### src/rtl/wb_cfg_master.sv
// Single-outstanding Wishbone classic master driven by a valid/ready command port.
// Optional `WB_CFG_MASTER_TIMEOUT_EN adds a bus-cycle timeout reporting rsp_err_o.
module wb_cfg_master #(
  parameter int unsigned ADDR_BW        = 32,
  parameter int unsigned DATA_BW        = 32,
  parameter int unsigned TIMEOUT_CYCLES = 255
) (
  input  logic                 clk_i,
  input  logic                 rst_i,
  input  logic                 cmd_valid_i,
  output logic                 cmd_ready_o,
  input  logic                 cmd_we_i,
  input  logic [ADDR_BW-1:0]   cmd_adr_i,
  input  logic [DATA_BW-1:0]   cmd_dat_i,
  input  logic [DATA_BW/8-1:0] cmd_sel_i,
  output logic                 rsp_valid_o,
  input  logic                 rsp_ready_i,
  output logic [DATA_BW-1:0]   rsp_dat_o,
  output logic                 rsp_err_o,
  output logic                 wbm_cyc_o,
  output logic                 wbm_stb_o,
  output logic                 wbm_we_o,
  output logic [ADDR_BW-1:0]   wbm_adr_o,
  output logic [DATA_BW-1:0]   wbm_dat_o,
  output logic [DATA_BW/8-1:0] wbm_sel_o,
  input  logic                 wbm_ack_i,
  input  logic [DATA_BW-1:0]   wbm_dat_i
);

  typedef enum logic [1:0] {IDLE, BUS, RESP} state_t;

  state_t state, state_nxt;
  logic   ack_take;
  logic   timeout_hit;

  assign ack_take = (state == BUS) && wbm_ack_i;

`ifdef WB_CFG_MASTER_TIMEOUT_EN
  logic [15:0] to_cnt;
  logic        rsp_err_q;

  // Count value k means k+1 BUS cycles have elapsed; an ack in the last cycle still wins.
  assign timeout_hit = (state == BUS) && !wbm_ack_i && (to_cnt == 16'(TIMEOUT_CYCLES - 1));
  assign rsp_err_o   = rsp_err_q;

  always_ff @(posedge clk_i) begin
    if (rst_i) begin
      to_cnt    <= '0;
      rsp_err_q <= 1'b0;
    end else begin
      case (state)
        IDLE: if (cmd_valid_i) to_cnt <= '0;
        BUS: begin
          if (ack_take || timeout_hit) begin
            rsp_err_q <= !ack_take;
          end else begin
            to_cnt <= to_cnt + 16'd1;
          end
        end
        RESP: if (rsp_ready_i) rsp_err_q <= 1'b0;
        default: ;
      endcase
    end
  end
`else
  assign timeout_hit = 1'b0;
  assign rsp_err_o   = 1'b0;
`endif

  always_comb begin
    state_nxt = state;
    case (state)
      IDLE:    if (cmd_valid_i) state_nxt = BUS;
      BUS:     if (ack_take || timeout_hit) state_nxt = RESP;
      RESP:    if (rsp_ready_i) state_nxt = IDLE;
      default: state_nxt = IDLE;
    endcase
  end

  always_ff @(posedge clk_i) begin
    if (rst_i) state <= IDLE;
    else       state <= state_nxt;
  end

  assign cmd_ready_o = (state == IDLE);
  assign rsp_valid_o = (state == RESP);
  assign wbm_cyc_o   = (state == BUS);
  assign wbm_stb_o   = (state == BUS);

  // Bus-side registers are loaded on accept and cleared on termination so they read 0 outside a cycle.
  always_ff @(posedge clk_i) begin
    if (rst_i) begin
      wbm_we_o  <= 1'b0;
      wbm_adr_o <= '0;
      wbm_dat_o <= '0;
      wbm_sel_o <= '0;
      rsp_dat_o <= '0;
    end else begin
      case (state)
        IDLE: begin
          if (cmd_valid_i) begin
            wbm_we_o  <= cmd_we_i;
            wbm_adr_o <= cmd_adr_i;
            wbm_dat_o <= cmd_dat_i;
            wbm_sel_o <= cmd_sel_i;
          end
        end
        BUS: begin
          if (ack_take || timeout_hit) begin
            rsp_dat_o <= (ack_take && !wbm_we_o) ? wbm_dat_i : '0;
            wbm_we_o  <= 1'b0;
            wbm_adr_o <= '0;
            wbm_dat_o <= '0;
            wbm_sel_o <= '0;
          end
        end
        RESP: if (rsp_ready_i) rsp_dat_o <= '0;
        default: ;
      endcase
    end
  end

endmodule
### config.mk
export PLATFORM = sky130hd
export DESIGN_NAME = wb_cfg_master
export DESIGN_NICKNAME = d
export VERILOG_FILES = /design/src/rtl/wb_cfg_master.sv
export SDC_FILE = /design/constraint.sdc
export NUM_CORES = 1
export LEC_CHECK = 0
export BUFFER_PORTS_ARGS = -buffer_cell sky130_fd_sc_hd__buf_2
export CAP_MARGIN = 25
export CORE_MARGIN = 1
export CORE_UTILIZATION = 41
export DETAILED_ROUTE_END_ITERATION = 10
export PLACE_DENSITY = 0.86
export RECOVER_POWER = 25
export SLEW_MARGIN = 40
export SYNTH_ARGS = -nofsm -noshare
export SYNTH_HDL_FRONTEND = slang
export SYNTH_SLANG_ARGS = --single-unit
export TNS_END_PERCENT = 50
### constraint.sdc
create_clock -name clk_i -period 2.1 [get_ports clk_i]
set_clock_uncertainty 0.15 [all_clocks]
set_input_delay 0.42 -clock clk_i [delete_from_list [all_inputs] [get_ports clk_i]]
set_output_delay 0.42 -clock clk_i [all_outputs]
set_load 0.01 [all_outputs]
After elaboration in Yosys (flattened, before gate mapping)
Index checks and enable logic that the tools add are counted.
W data, S select, Z words.
{"block": "classes", "n_eq_ne": 5, "mux": 19, "n_reduce_logical": 9}
{"operator": "$mux W32", "n": 6}
{"operator": "$pmux W32 S2", "n": 3}
{"operator": "$reduce_and A3 Y1", "n": 3}
{"operator": "$mux W4", "n": 2}
{"operator": "$pmux W4 S2", "n": 1}
{"operator": "$mux W2", "n": 3}
{"operator": "$pmux W2 S3", "n": 1}
{"operator": "$ne A2 B1 Y1 const B", "n": 2}
{"operator": "$reduce_bool A2 Y1", "n": 2}
{"operator": "$eq A2 B1 Y1 const B", "n": 1}
{"operator": "$eq A2 B2 Y1 const B", "n": 1}
{"operator": "$logic_and A1 B1 Y1", "n": 2}
{"operator": "$logic_not A2 Y1", "n": 1}
{"operator": "$mux W1", "n": 2}
{"operator": "$ne A2 B2 Y1 const B", "n": 1}
{"operator": "$pmux W1 S2", "n": 1}
{"operator": "$logic_not A1 Y1", "n": 1}
{"block": "totals", "register_bits": 103, "in_bits": 106, "output_inout_bits": 106, "wordCells": 39}

Depth between registers and ports, before layout
{"block": "logic_depth", "depth_word": 6, "mapped_depth": 6, "mapped_depth_nobuf": 3}

Least setup slack after synthesis
OpenSTA, ideal clock, no wires.
{"block": "synth_timing", "path_kind": "register to register", "startpoint": "register state[0]", "endpoint": "register wbm_adr_o[21]", "setup_ps": 59, "t_arrival_ps": 1344, "path_slack_ps": 548, "stages_incl_launch_ff": 7, "path_buffers": 3, "path_cell_list": "dfxtp_1 -> buf_6 -> mux2_4 -> a21oi_4 -> buf_4 -> buf_4 -> a22o_1"}
{"block": "synth_via", "elab_chain_len": 4, "word_cells_on_any_way": 8, "cone_classes": "eq/ne (3); mux (1); reduce/logical (4)"}
{"item": "start, declared", "line_no": "32", "text": "state_t state, state_nxt;"}
{"item": "start signal, assigned", "line_no": "82", "text": "else state <= state_nxt;"}
{"item": "$eq A2 B1 Y1", "line_no": "36, 99"}
{"item": "$logic_and A1 B1 Y1", "line_no": "36", "text": "assign ack_take = (state == BUS) && wbm_ack_i;"}
{"item": "$ne A2 B1 Y1 (no source line)"}
{"item": "$reduce_and A3 Y1 (no source line)"}
{"item": "end signal, assigned", "line_no": "103", "text": "wbm_adr_o <= cmd_adr_i;"}
{"item": "end, declared", "line_no": "23", "text": "output logic [ADDR_BW-1:0] wbm_adr_o,"}
Several ways; a longest one is shown, not always the timed one.
A chain may end at the register's enable or synchronous reset.

Worst setup path in the final report
{"block": "layout_timing", "startpoint": "register state[1]", "endpoint": "output rsp_valid_o"}
{"block": "layout_via", "elab_chain_len": 1}
{"item": "$eq A2 B2 Y1", "line_no": "86", "text": "assign rsp_valid_o = (state == RESP);"}
{"item": "end, declared", "line_no": "16", "text": "output logic rsp_valid_o,"}
Every way passes these cells.

==> flow_summary_export.csv <==
group,metric,value,unit
synth,yosys.area.top_type,"dfxtp_1",
worst_setup_path,critPathMaxFanout,8,
clock_network,cts_tree,"built",
clock_network,cts.repair.resized,0,
power_and_ir_drop,swShare,24.0,%
clock_network,ctsLongestPathBuffers,2,
grt,grt_pass1_wl,13300,um
synth,ys_warn_count,0,
placed_design,placement.io_buffers,210,
sta,fin_crit_sh,88.8,%
detailed_routing,via_count,2769,
worst_setup_path,startpoint_type,"flip-flop",
die,initial_core_util,43.4,%
cells_and_area,syn2layout_area_growth,40.2,%
synth,syn_avg_cell_area,13.1,sq um
power_and_ir_drop,ir_drop,0.443,mV
power_and_ir_drop,p_clk_share,33.3,%
worst_setup_path,worst-setup-path-type,"flip-flop to output pin",
power_and_ir_drop,power.static_leakage,2.16,nW
synth,ys_seq_elements,103,
power_and_ir_drop,finalPower,3.92,mW
sta,rsz0062_at_grt,"no",
sta,fin_crit,1.87,ns
die,rows,31,
detailed_routing,drc,0,
placed_design,globalplace.congestion,0.761,
power_and_ir_drop,p_seq_share,54.4,%
detailed_routing,first_pass_iters,4,
clock_network,cts_root_buf,"clkbuf_8",
worst_setup_path,worstPathArrival,1.30,ns
clock_network,htreeDepth,3,
clock_network,hold_buffers,0,
detailed_routing,drtIter0Drc,67,
cells_and_area,antenna_cells,0,
grt,antenna_found_initial,0,
clock_network,cts_buffers,9,
sta,setup_tns,0,ns
sta,setup_violations,0,
synth,synthCells,245,
detailed_routing,vias_per_cell,5.01,
grt,grt_usage,20.5,%
synth,synthDistinctLibCells,21,
clock_network,post_cts_buffers,0,
cells_and_area,drive_gt1_share,41.4,%
synth,synth_area,3210,sq um
synth,synth_top_area_share,64.2,%
min_path,hp-class,"input pin to flip-flop",
clock_network,clkLatencyLatePin,0.34,ns
sta,hold_viol,0,
detailed_routing,post_drt_wl_per_cell,15.1,um
status,status,"finished clean",
sta,maxSlewViolCount,0,
sta,timing.fmax,536,MHz
synth,ys_top_cells_by_area,"dfxtp_1 64%, a22o_1 28%, buf_2 2.6%, buf_4 0.93%, a21oi_4 0.51%",
synth,syn_nets,351,
die,die_area,8190,sq um
cells_and_area,fillers,653,
grt,gr-total-overflow,0,
clock_network,clkTransAtPathRegs,0.10,ns
job,maxCapViolations,0,
detailed_routing,detail-route-antenna-nets,0,
worst_setup_path,endpoint_kind,"output pin",
die,pin_count,212,
synth,yosysSeqAreaShare,64.2,%
die,fp.dieH,90.5,um
detailed_routing,detail_route.wirelength,8360,um
power_and_ir_drop,power.internal,2.98,mW
die,fp.coreArea,7410,sq um
worst_setup_path,crit_required,1.53,ns
power_and_ir_drop,net-switching-power,940,uW
grt,grt_pass1_vias,2729,
placed_design,dp_hpwl,6170,um
clock_network,clock-sinks,103,
cells_and_area,nets,555,
grt,grt_max_degree,37,
power_and_ir_drop,power_density,870,nW/um^2
die,die_x,90.5,um
power_and_ir_drop,pwr-share-comb,12.3,%
final timing paths:
kind                                    from      endpoint  slack, ns  cells after the start
worst min-delay path            cmd_adr_i[4]  wbm_adr_o[4]       0.12                      2
worst max-delay path                state[1]   rsp_valid_o       0.23                      2
worst min register to register  wbm_dat_o[5]  wbm_dat_o[5]       0.33                      1
worst max register to register      state[0]  wbm_adr_o[9]       0.41                      4
critical path, cell delays in order (launching register included):
cell and delay, ns:
dfxtp_2 0.43, nor2b_1 0.31, buf_2 0.21
cell families after synthesis:
group | share of synthesized area [%]
flops | 64.2
mux | 0.467
compound gates | 29.0
simple gates | 1.95
other cells | 0.117
buf+inv | 4.29
state kept, by name (all words and copies together) (netlist names):
signal and cells:
rsp_dat_o 32, wbm_adr_o 32, wbm_dat_o 32, wbm_sel_o 4, state 2, wbm_we_o 1
synthesized netlist by cell type:
| master | number |
|---|---|
| nor2_1 | 1 |
| nor3_2 | 1 |
| and3b_1 | 1 |
| nor3_1 | 1 |
| a22o_1 | 101 |
| o21ba_2 | 1 |
| nand2b_1 | 2 |
| nand2_1 | 1 |
| dfxtp_1 | 103 |
| a211oi_1 | 1 |
| buf_4 | 4 |
| inv_1 | 1 |
| buf_2 | 17 |
| conb_1 | 1 |
| nor4_1 | 1 |
| mux2_4 | 1 |
| a21oi_4 | 1 |
| buf_6 | 1 |
| nor2b_1 | 2 |
| a211oi_2 | 1 |
| clkbuf_1 | 2 |
metal layers:
layer / share of wire [%] / vias to the layer above / global-route usage [%]
met3: 7.1 / 4 / 6.31
met5: 0 / - / 0
met2: 51 / 126 / 36.7
met1: 41 / 1300 / 23.5
li1: - / 1339 / -
met4: 0.63 / 0 / 5.24
placed cells by master (no fill, tap or decap):
cell | netlist | routed
inv_6 | 0 | 1
nand2b_1 | 2 | 2
buf_12 | 0 | 2
a21oi_4 | 1 | 1
buf_2 | 17 | 160
inv_1 | 1 | 1
clkbuf_8 | 0 | 9
and3b_1 | 1 | 1
o21ba_2 | 1 | 1
clkbuf_1 | 2 | 52
clkinv_2 | 0 | 1
nor3_1 | 1 | 1
a211oi_4 | 0 | 1
clkinvlp_4 | 0 | 1
mux2_4 | 1 | 1
buf_4 | 4 | 5
nand2_1 | 1 | 1
nor2_1 | 1 | 1
nor2b_1 | 2 | 2
dfxtp_2 | 0 | 1
a22o_1 | 101 | 101
nor4_2 | 0 | 1
dfxtp_1 | 103 | 102
a211oi_1 | 1 | 1
conb_1 | 1 | 1
nor3_4 | 0 | 1
bufinv_16 | 0 | 2
area by class of cell:
cell class | count | area, sq um | area share [%]
inverters | 1 | 3.75 | 0.0834
clock inverters | 5 | 81.3 | 1.81
multi-input cells | 117 | 1030 | 22.9
well taps | 99 | 124 | 2.75
clock buffers | 11 | 131 | 2.92
repair buffers | 217 | 1070 | 23.7
flip-flops and latches | 103 | 2060 | 45.8
through the flow:
step	instance area, sq um	cells	utilization, %	hold slack, ns	worst slack (ns)
5_1_grt	4500	553	60.8	0.0848	0.123
6_report	4500	553	60.8	0.118	0.235
3_3_place_gp	4350	537	58.7	0.305	0.432
3_5_place_dp	4350	537	58.7	0.310	0.362
2_1_floorplan	3210	245	-	0.343	0.548
4_1_cts	4560	553	61.6	0.103	0.110
power groups by stage:
stage	Sequential, mW	Clock [mW]	Combinational [mW]
final	2.13	1.30	0.480
after CTS	2.13	1.33	0.500
after floorplan	2.22	0	0.193
after global routing	2.15	1.43	0.520
after detailed placement	2.17	0	0.498
after global placement	2.17	0	0.485
No activity file was read; power rests on OpenSTA's default activity.
